==> src/rtl/host_io_bridge.sv <==
// Host-side bridge: streams matrix bytes into weight memory and serializes MMU results back to the host.
// Optional CHECKSUM_EN macro appends one XOR checksum byte after the result bytes.
module host_io_bridge #(
    parameter int DATA_W  = 8,
    parameter int N_ELEMS = 8,
    parameter int N_RES   = 4,
    parameter int RES_W   = 16
) (
    input  logic              clk,
    input  logic              rst_n,
    input  logic              host_req_mat,
    input  logic              host_mat_wb,
    input  logic [DATA_W-1:0] in_data,
    input  logic              in_valid,
    output logic              in_ready,
    output logic [DATA_W-1:0] mat_data,
    output logic              mat_valid,
    output logic [2:0]        mat_idx,
    output logic              load_done,
    input  logic [RES_W-1:0]  res_data,
    input  logic              res_valid,
    output logic              res_ready,
    output logic [DATA_W-1:0] out_data,
    output logic              out_valid,
    input  logic              out_ready,
    output logic              wb_done
);
    localparam int BPR    = RES_W / DATA_W;
    localparam int ELEM_W = (N_ELEMS > 1) ? $clog2(N_ELEMS) : 1;
    localparam int RIDX_W = (N_RES > 1) ? $clog2(N_RES) : 1;
    localparam int BSEL_W = (BPR > 1) ? $clog2(BPR) : 1;

    typedef enum logic [2:0] {
        S_IDLE,
        S_LOAD,
        S_CAPTURE,
        S_SEND
`ifdef CHECKSUM_EN
        , S_CSUM
`endif
    } state_e;

    state_e              state_q, state_d;
    logic [ELEM_W-1:0]   elem_cnt_q, elem_cnt_d;
    logic [RIDX_W-1:0]   res_cnt_q, res_cnt_d;
    logic [RIDX_W-1:0]   res_sel_q, res_sel_d;
    logic [BSEL_W-1:0]   byte_sel_q, byte_sel_d;
    logic [RES_W-1:0]    res_buf_q [N_RES];
    logic [RES_W-1:0]    res_buf_d [N_RES];
    logic [DATA_W-1:0]   mat_data_q, mat_data_d;
    logic                mat_valid_q, mat_valid_d;
    logic [2:0]          mat_idx_q, mat_idx_d;
    logic                load_done_q, load_done_d;
    logic                wb_done_q, wb_done_d;
    logic [DATA_W-1:0]   out_byte;
`ifdef CHECKSUM_EN
    logic [DATA_W-1:0]   csum_q, csum_d;
`endif

    assign mat_data  = mat_data_q;
    assign mat_valid = mat_valid_q;
    assign mat_idx   = mat_idx_q;
    assign load_done = load_done_q;
    assign wb_done   = wb_done_q;

    // NOTE: every signal gets a default before the case so no path leaves one unassigned (no latches).
    always_comb begin
        state_d     = state_q;
        elem_cnt_d  = elem_cnt_q;
        res_cnt_d   = res_cnt_q;
        res_sel_d   = res_sel_q;
        byte_sel_d  = byte_sel_q;
        res_buf_d   = res_buf_q;
        mat_data_d  = mat_data_q;
        mat_valid_d = 1'b0;
        mat_idx_d   = mat_idx_q;
        load_done_d = 1'b0;
        wb_done_d   = 1'b0;
        in_ready    = 1'b0;
        res_ready   = 1'b0;
        out_valid   = 1'b0;
        out_data    = '0;
`ifdef CHECKSUM_EN
        csum_d      = csum_q;
`endif
        // Low byte of each result goes out first.
        out_byte = DATA_W'(res_buf_q[res_sel_q] >> (DATA_W * int'(byte_sel_q)));

        case (state_q)
            S_IDLE: begin
                if (host_req_mat)     state_d = S_LOAD;
                else if (host_mat_wb) state_d = S_CAPTURE;
            end
            S_LOAD: begin
                in_ready = host_req_mat;
                if (!host_req_mat) begin
                    elem_cnt_d = '0;
                    state_d    = S_IDLE;
                end else if (in_valid) begin
                    mat_data_d  = in_data;
                    mat_valid_d = 1'b1;
                    mat_idx_d   = 3'(elem_cnt_q);
                    if (elem_cnt_q == ELEM_W'(N_ELEMS - 1)) begin
                        load_done_d = 1'b1;
                        elem_cnt_d  = '0;
                        state_d     = S_IDLE;
                    end else begin
                        elem_cnt_d = elem_cnt_q + 1'b1;
                    end
                end
            end
            S_CAPTURE: begin
                res_ready = host_mat_wb;
                if (!host_mat_wb) begin
                    res_cnt_d = '0;
                    state_d   = S_IDLE;
                end else if (res_valid) begin
                    res_buf_d[res_cnt_q] = res_data;
                    if (res_cnt_q == RIDX_W'(N_RES - 1)) begin
                        res_cnt_d  = '0;
                        res_sel_d  = '0;
                        byte_sel_d = '0;
`ifdef CHECKSUM_EN
                        csum_d     = '0;
`endif
                        state_d    = S_SEND;
                    end else begin
                        res_cnt_d = res_cnt_q + 1'b1;
                    end
                end
            end
            S_SEND: begin
                out_valid = 1'b1;
                out_data  = out_byte;
                if (out_ready) begin
`ifdef CHECKSUM_EN
                    csum_d = csum_q ^ out_byte;
`endif
                    if (byte_sel_q == BSEL_W'(BPR - 1)) begin
                        byte_sel_d = '0;
                        if (res_sel_q == RIDX_W'(N_RES - 1)) begin
                            res_sel_d = '0;
`ifdef CHECKSUM_EN
                            state_d   = S_CSUM;
`else
                            wb_done_d = 1'b1;
                            state_d   = S_IDLE;
`endif
                        end else begin
                            res_sel_d = res_sel_q + 1'b1;
                        end
                    end else begin
                        byte_sel_d = byte_sel_q + 1'b1;
                    end
                end
            end
`ifdef CHECKSUM_EN
            S_CSUM: begin
                out_valid = 1'b1;
                out_data  = csum_q;
                if (out_ready) begin
                    csum_d    = '0;
                    wb_done_d = 1'b1;
                    state_d   = S_IDLE;
                end
            end
`endif
            default: state_d = S_IDLE;
        endcase
    end

    // NOTE: sequential state uses non-blocking assignments so all flops update together at the edge.
    always_ff @(posedge clk or negedge rst_n) begin
        if (!rst_n) begin
            state_q     <= S_IDLE;
            elem_cnt_q  <= '0;
            res_cnt_q   <= '0;
            res_sel_q   <= '0;
            byte_sel_q  <= '0;
            mat_data_q  <= '0;
            mat_valid_q <= 1'b0;
            mat_idx_q   <= '0;
            load_done_q <= 1'b0;
            wb_done_q   <= 1'b0;
`ifdef CHECKSUM_EN
            csum_q      <= '0;
`endif
        end else begin
            state_q     <= state_d;
            elem_cnt_q  <= elem_cnt_d;
            res_cnt_q   <= res_cnt_d;
            res_sel_q   <= res_sel_d;
            byte_sel_q  <= byte_sel_d;
            mat_data_q  <= mat_data_d;
            mat_valid_q <= mat_valid_d;
            mat_idx_q   <= mat_idx_d;
            load_done_q <= load_done_d;
            wb_done_q   <= wb_done_d;
`ifdef CHECKSUM_EN
            csum_q      <= csum_d;
`endif
        end
    end

    // NOTE: the result buffer is data storage only; it is always rewritten before SEND, so it needs no reset.
    always_ff @(posedge clk) begin
        res_buf_q <= res_buf_d;
    end

endmodule

==> config.mk <==
export PLATFORM = sky130hd
export DESIGN_NAME = host_io_bridge
export DESIGN_NICKNAME = d
export VERILOG_FILES = /design/src/rtl/host_io_bridge.sv
export SDC_FILE = /design/constraint.sdc
export NUM_CORES = 1
export LEC_CHECK = 0
export ABC_AREA = 1
export CORE_ASPECT_RATIO = 0.9
export CORE_MARGIN = 10
export CORE_UTILIZATION = 40
export CTS_CLUSTER_DIAMETER = 60
export DETAILED_ROUTE_END_ITERATION = 8
export PLACE_DENSITY_LB_ADDON = 0.25
export SLEW_MARGIN = 15
export SYNTH_ARGS = -nofsm -noshare
export SYNTH_HDL_FRONTEND = slang
export SYNTH_SLANG_ARGS = --single-unit
==> constraint.sdc <==
create_clock -name clk -period 2.5 [get_ports clk]
set_clock_uncertainty 0.05 [all_clocks]
set_input_delay 0.25 -clock clk [delete_from_list [all_inputs] [get_ports clk]]
set_output_delay 0.25 -clock clk [all_outputs]
set_load 0.005 [all_outputs]
==> impl_metrics.py, run 1 <==
metrics = {
    "sta": {
        "fmax_mhz": 431.8,
        "setup_viol": 0,
        "period_minus_slack_ns": 2.316,
        "max_slew_margin": 0.7901,
        "finalMaxSlewViolations": 0,
        "finalHoldViolCount": 0,
        "finalSetupTns_ns": 0,
        "worst_slew_pin_slew_ns": 0.3141,
        "layout_worst_path_cycle_share": 0.9264,
        "rsz0062_at_grt": "false",
    },
    "cts": {
        "cts_made_buffers": 9,
        "tritoncts": "yes",
        "clkTransAtPathRegs_ns": 0.09,
        "clk_latency_ns": 0.35,
        "clk_path_buf_depth": 2,
        "htree_levels": 3,
        "cts_root_buf": "clkbuf_8",
        "clock_sinks": 88,
        "cts_hold_buf": 0,
    },
    "power_and_ir_drop": {
        "switchingPower_w": 0.001204,
        "p_clk_frac": 0.276,
        "switching_share": 0.3012,
        "seqPwrFrac": 0.466,
        "combPwrFrac": 0.259,
        "ir_drop_uv": 360.9,
        "p_per_area_mw_per_mm2": 855.9,
        "p_leak_nw": 1.909,
        "power.internal_w": 0.002794,
        "finalPower_w": 0.003999,
    },
    "synth": {
        "synth_nets": 394,
        "synth_top_area_share": 0.5144,
        "ys_top_cells_by_area": "edfxtp_1 51%, dfrtp_1 16%, nand2_1 8.4%",
        "avgSynthCellArea_um2": 10.49,
        "synth-edff-count": 64,
        "ys_ff_latch": 88,
        "post_synth_num_cell_types": 23,
        "synth_cells": 356,
        "ys_seq_area_frac": 0.6752,
        "synthFlopType": "edfxtp_1",
        "synth_warnings": 0,
        "syn-cell-area_mm2": 0.003736,
        "synth_commonest_cells": "84 x nand2_1, 69 x nor2_1, 64 x edfxtp_1",
        "yosys.area.top_type": "edfxtp_1",
        "synthArstFlopShare": 0.2727,
        "synth.most_common_cell": "nand2_1",
    },
    "finish": {
        "num-fill-cells": 846,
        "nets": 458,
        "drive_above_1_share": 0.08706,
        "num_antenna_cells": 0,
        "synthToLayoutAreaGrowth_pct": 25.05,
    },
    "detailed_routing": {
        "drt_drc_violations_left": 0,
        "wl_met2_um": 3691,
        "drt_iter0_markers": 113,
        "routed.top_layer": "met4",
        "wl_per_cell_um": 14.30,
        "viasPerCell": 4.686,
        "routed_wl_um": 7822,
        "firstDrtPassIters": 4,
        "wl_met3_um": 297,
        "antenna_left": 0,
        "vias": 2563,
        "wl_met1_um": 3691,
    },
    "place": {
        "port_buffers": 55,
        "gp_congestion": 0.7541,
        "hpwl_um": 5227,
    },
    "critical_path": {
        "crit_path_end_kind": "output pin",
        "rrSetupSlack_ns": 0.92,
        "worstPathMaxFanout": 21,
        "r2r_start": "state_q[0]",
        "arrival_ns": 2.02,
        "worstSetupStartpoint": "res_sel_q[1]",
        "criticalPathCategory": "flop to output pin",
        "startpoint_type": "flop",
        "crit_required_ns": 2.20,
    },
    "floorplanning": {
        "rows": 33,
        "initial_utilization": 0.4094,
        "ios": 56,
        "core-area_mm2": 0.009125,
        "die_w_um": 121.9,
        "die_area_mm2": 0.01361,
        "die_h_um": 111.7,
    },
    "global_route": {
        "grt_pass1_wl_um": 13050,
        "grtUsageTotal": 0.1196,
        "antenna_found_initial": 0,
        "grt_max_degree": 33,
        "grt.overflow.total": 0,
        "grt_pass1_vias": 2659,
    },
    "job": {
        "maxCapViolations": 0,
    },
    "outcome": {
        "status": "finished, final reports clean",
    },
    "min_path": {
        "min_path_type": "primary input to asynchronous set/reset pin",
    },
}
==> critical path: stages, from the launching register on <==
cell	delay, ns
dfrtp_1	0.49
buf_6	0.24
o21ai_0	0.11
o21ai_0	0.18
nand2_1	0.08
nand2_1	0.07
clkdlybuf4s50_1	0.50
==> timing repair <==
item / in CTS / in global routing
setup buffers: 0 / 0
setup endpoints to repair: 0 / 8
gates resized for setup: 0 / 2
hold endpoints to repair: 0 / 0
==> state kept, by name, indices dropped and copies added, names as in the netlist <==
name	cells
load_done	1
res_cnt_q	2
byte_sel_q	1
elem_cnt_q	3
wb_done	1
res_sel_q	2
mat_valid	1
state_q	2
mat_idx	3
res_buf_q	64
mat_data	8
==> power groups by stage <==
stage,sequential [W],combinational [W],clock (W)
2_1_floorplan,0.00189,0.000585,0
3_3_place_gp,0.00189,0.00103,0
3_5_place_dp,0.00189,0.00105,0
4_1_cts,0.00186,0.00105,0.00113
5_1_grt,0.00189,0.00118,0.00118
6_report,0.00186,0.00103,0.00110
==> routing by layer <==
layer  global-route usage  up-vias
li1                     -     1311
met1               0.1515     1195
met2               0.1876       46
met3              0.03131       11
met4              0.05242        0
met5                    0        -
==> final timing paths <==
check | depth (start not counted) | endpoint
worst max-delay path | 6 | out_data[5]
worst max register to register | 6 | res_buf_q[50]
worst min register to register | 2 | mat_idx[2]
max in group asynchronous | 2 | mat_data[2]
worst min-delay path | 2 | mat_data[7]
min in group clk | 3 | mat_data[6]
==> layout by cell type (no fill, tap or decap), drive strengths merged <==
master and count:
clkdlybuf4s50 55, nor2 72, o21bai 2, dfrtp 24, nor3 3, ha 7
bufinv 2, nand2 87, nand3 10, buf 9, clkbuf 9, inv 28
clkinv 2, o21ai 49, nand4 2, edfxtp 64
==> through the flow <==
stage | hold slack, ns | cell area [um^2] | std cells | util | setup WS, ns
2_1_floorplan | -0.09559 | 3736 | 356 | - | 0.6114
3_3_place_gp | 0.4124 | 4441 | 531 | 0.4866 | 0.4759
5_1_grt | 0.2161 | 4672 | 547 | 0.5120 | 0.005940
4_1_cts | 0.1932 | 4663 | 547 | 0.5110 | 0.05352
3_5_place_dp | 0.4179 | 4441 | 531 | 0.4866 | 0.4588
6_report | 0.1960 | 4672 | 547 | 0.5120 | 0.1839
==> cells by family after synthesis <==
kind of cell / after synthesis / share of synthesized area
flip-flops: 88 / 0.6752
adder cells (fa/ha/maj): 7 / 0.02344
buffers and inverters: 36 / 0.04354
AND/OR/NAND/NOR: 174 / 0.1872
AO/OA/AOI/OAI: 51 / 0.07066
==> area by class of cell <==
class | instances | area (um^2) | area share
Sequential cell | 88 | 2522 | 0.5399
Multi-Input combinational cell | 232 | 1056 | 0.2260
Inverter | 25 | 96.34 | 0.02062
Tap cell | 122 | 152.6 | 0.03267
Clock inverter | 7 | 98.84 | 0.02116
Clock buffer | 9 | 123.9 | 0.02651
Timing Repair Buffer | 64 | 621.8 | 0.1331
Note: power is estimated with default switching activity, not from simulation.
==> run 2, diff against run 1 <==
- SLEW_MARGIN: 15 -> 20
- clock period: 2.5 -> 2.4 ns (I/O delays scaled with it)
==> impl_metrics.py, run 2 (synthesized netlist as in run 1, its figures left out) <==
metrics = {
    "place": {
        "pre_cts_ws_ns": 0.4909,
        "hpwl_um": 5254,
        "gp_congestion": 0.7859,
        "port_buffers": 55,
    },
    "critical_path": {
        "criticalPathCategory": "flop to output pin",
        "arrival_ns": 1.94,
        "timing.rr.end": "res_buf_q[57]",
        "startpoint_type": "flop",
        "r2r_cells": 6,
        "crit_path_end_kind": "output pin",
        "crit_required_ns": 2.11,
        "worstPathMaxFanout": 10,
        "rrSetupSlack_ns": 0.79,
        "r2r_start": "state_q[0]",
    },
    "detailed_routing": {
        "wl_met1_um": 3464,
        "firstDrtPassIters": 4,
        "drt_drc_violations_left": 0,
        "drt_iter0_markers": 122,
        "vias": 2581,
        "viasPerCell": 4.710,
        "wl_met2_um": 3901,
        "wl_per_cell_um": 14.38,
        "antenna_left": 0,
        "routed_wl_um": 7882,
        "routed.top_layer": "met4",
        "wl_met3_um": 443,
    },
    "outcome": {
        "status": "finished, final reports clean",
    },
    "floorplanning": {
        "ios": 56,
        "die_h_um": 111.7,
        "initial_utilization": 0.4094,
        "rows": 33,
        "core-area_mm2": 0.009125,
        "die_w_um": 121.9,
        "die_area_mm2": 0.01361,
    },
    "cts": {
        "clkTransAtPathRegs_ns": 0.09,
        "clk_latency_ns": 0.35,
        "tritoncts": "yes",
        "htree_levels": 3,
        "cts_made_buffers": 9,
        "post_cts_buffers": 0,
        "clock_sinks": 88,
        "clk_path_buf_depth": 2,
        "post_cts_resize_count": 0,
        "cts_hold_buf": 0,
        "cts_root_buf": "clkbuf_8",
    },
    "job": {
        "maxCapViolations": 0,
    },
    "global_route": {
        "grt_pass1_vias": 2626,
        "grtUsageTotal": 0.1197,
        "grt_max_degree": 33,
        "grt.overflow.total": 0,
        "antenna_found_initial": 0,
        "grt_pass1_wl_um": 13050,
    },
    "power_and_ir_drop": {
        "p_per_area_mw_per_mm2": 849.3,
        "p_leak_nw": 1.890,
        "ir_drop_uv": 552.1,
    },
    "sta": {
        "finalHoldViolCount": 0,
        "post-route-worst-setup-slack_ns": 0.1671,
        "period_minus_slack_ns": 2.233,
        "fmax_mhz": 447.9,
        "layout_worst_path_cycle_share": 0.9304,
        "setup_viol": 0,
        "finalMaxSlewViolations": 0,
        "rsz0062_at_grt": "true",
        "max_slew_margin": 0.7797,
        "worst_slew_pin_slew_ns": 0.3301,
    },
    "finish": {
        "largest_register": "res_buf_q",
        "num-fill-cells": 807,
        "final_common_cell": "nand2_1",
        "final_util": 0.5090,
        "num_antenna_cells": 0,
        "drive_above_1_share": 0.08920,
        "synthToLayoutAreaGrowth_pct": 24.31,
        "final_cell_mix": "84 x nand2_1, 69 x nor2_1, 64 x edfxtp_1",
        "largest_reg_flops": 64,
        "nets": 459,
    },
    "min_path": {
        "min_path_type": "primary input to asynchronous set/reset pin",
    },
}
==> run 2: cell types whose count changed in the layout (fill, tap and decap cells not counted), sizes merged <==
cell | previous run | this run
clkbuf | 9 | 10
bufinv | 2 | 0
inv | 28 | 26
clkinvlp | 0 | 3
buf | 9 | 10
==> run 2: worst max-delay path by stage <==
stage                 start             to  slack [ns]  cells past startpoint
3_3_place_gp   res_sel_q[0]    out_data[5]        0.52                      7
5_1_grt        res_sel_q[0]    out_data[2]       -0.03                      8
4_1_cts        res_sel_q[0]    out_data[5]        0.09                      7
6_report         state_q[0]    out_data[2]        0.17                      5
3_5_place_dp   res_sel_q[0]    out_data[5]        0.49                      7
2_1_floorplan    state_q[0]  res_buf_q[16]        0.51                      5
==> run 2: critical path: stages, from the launching register on <==
cell             delay [ns]
dfrtp_1                0.46
nand2_2                0.15
nor2_4                 0.29
nand2_1                0.09
nand2_1                0.07
clkdlybuf4s50_1        0.53
==> run 2: final cells by class <==
class | instances | area, um^2 | share of cell area
sequential | 88 | 2522 | 0.5431
multi-input combinational | 232 | 1051 | 0.2263
timing repair buffer | 65 | 649.4 | 0.1398
tap | 122 | 152.6 | 0.03287
clock buffer | 10 | 127.6 | 0.02748
inverter | 25 | 96.34 | 0.02074
clock inverter | 6 | 45.04 | 0.009698
==> run 2: power by group <==
part           leakage, nW  switching (W)  total [W]  internal (W)
logic                0.920       0.000580    0.00110      0.000516
registers            0.891       0.000118    0.00194       0.00182
clock network       0.0789       0.000528   0.000908      0.000380
total                 1.89        0.00123    0.00394       0.00272
==> run 2: through the flow <==
stage                     total power (W)  std cells  TNS [ns]  instance area, um^2  hold WS [ns]
after global placement           0.003036        532         0                 4448        0.4115
after CTS                        0.003984        548         0                 4621        0.1825
after detailed placement         0.003061        532         0                 4448        0.4148
after global routing             0.004225        548  -0.05093                 4644        0.2079
final                            0.003944        548         0                 4644        0.1928
after floorplan                  0.002573        356         0                 3736       -0.1056
==> run 2: routing by layer <==
layer	track usage	vias to the layer above
li1	-	1312
met1	0.1512	1204
met2	0.1919	61
met3	0.02778	4
met4	0.05004	0
met5	0	-
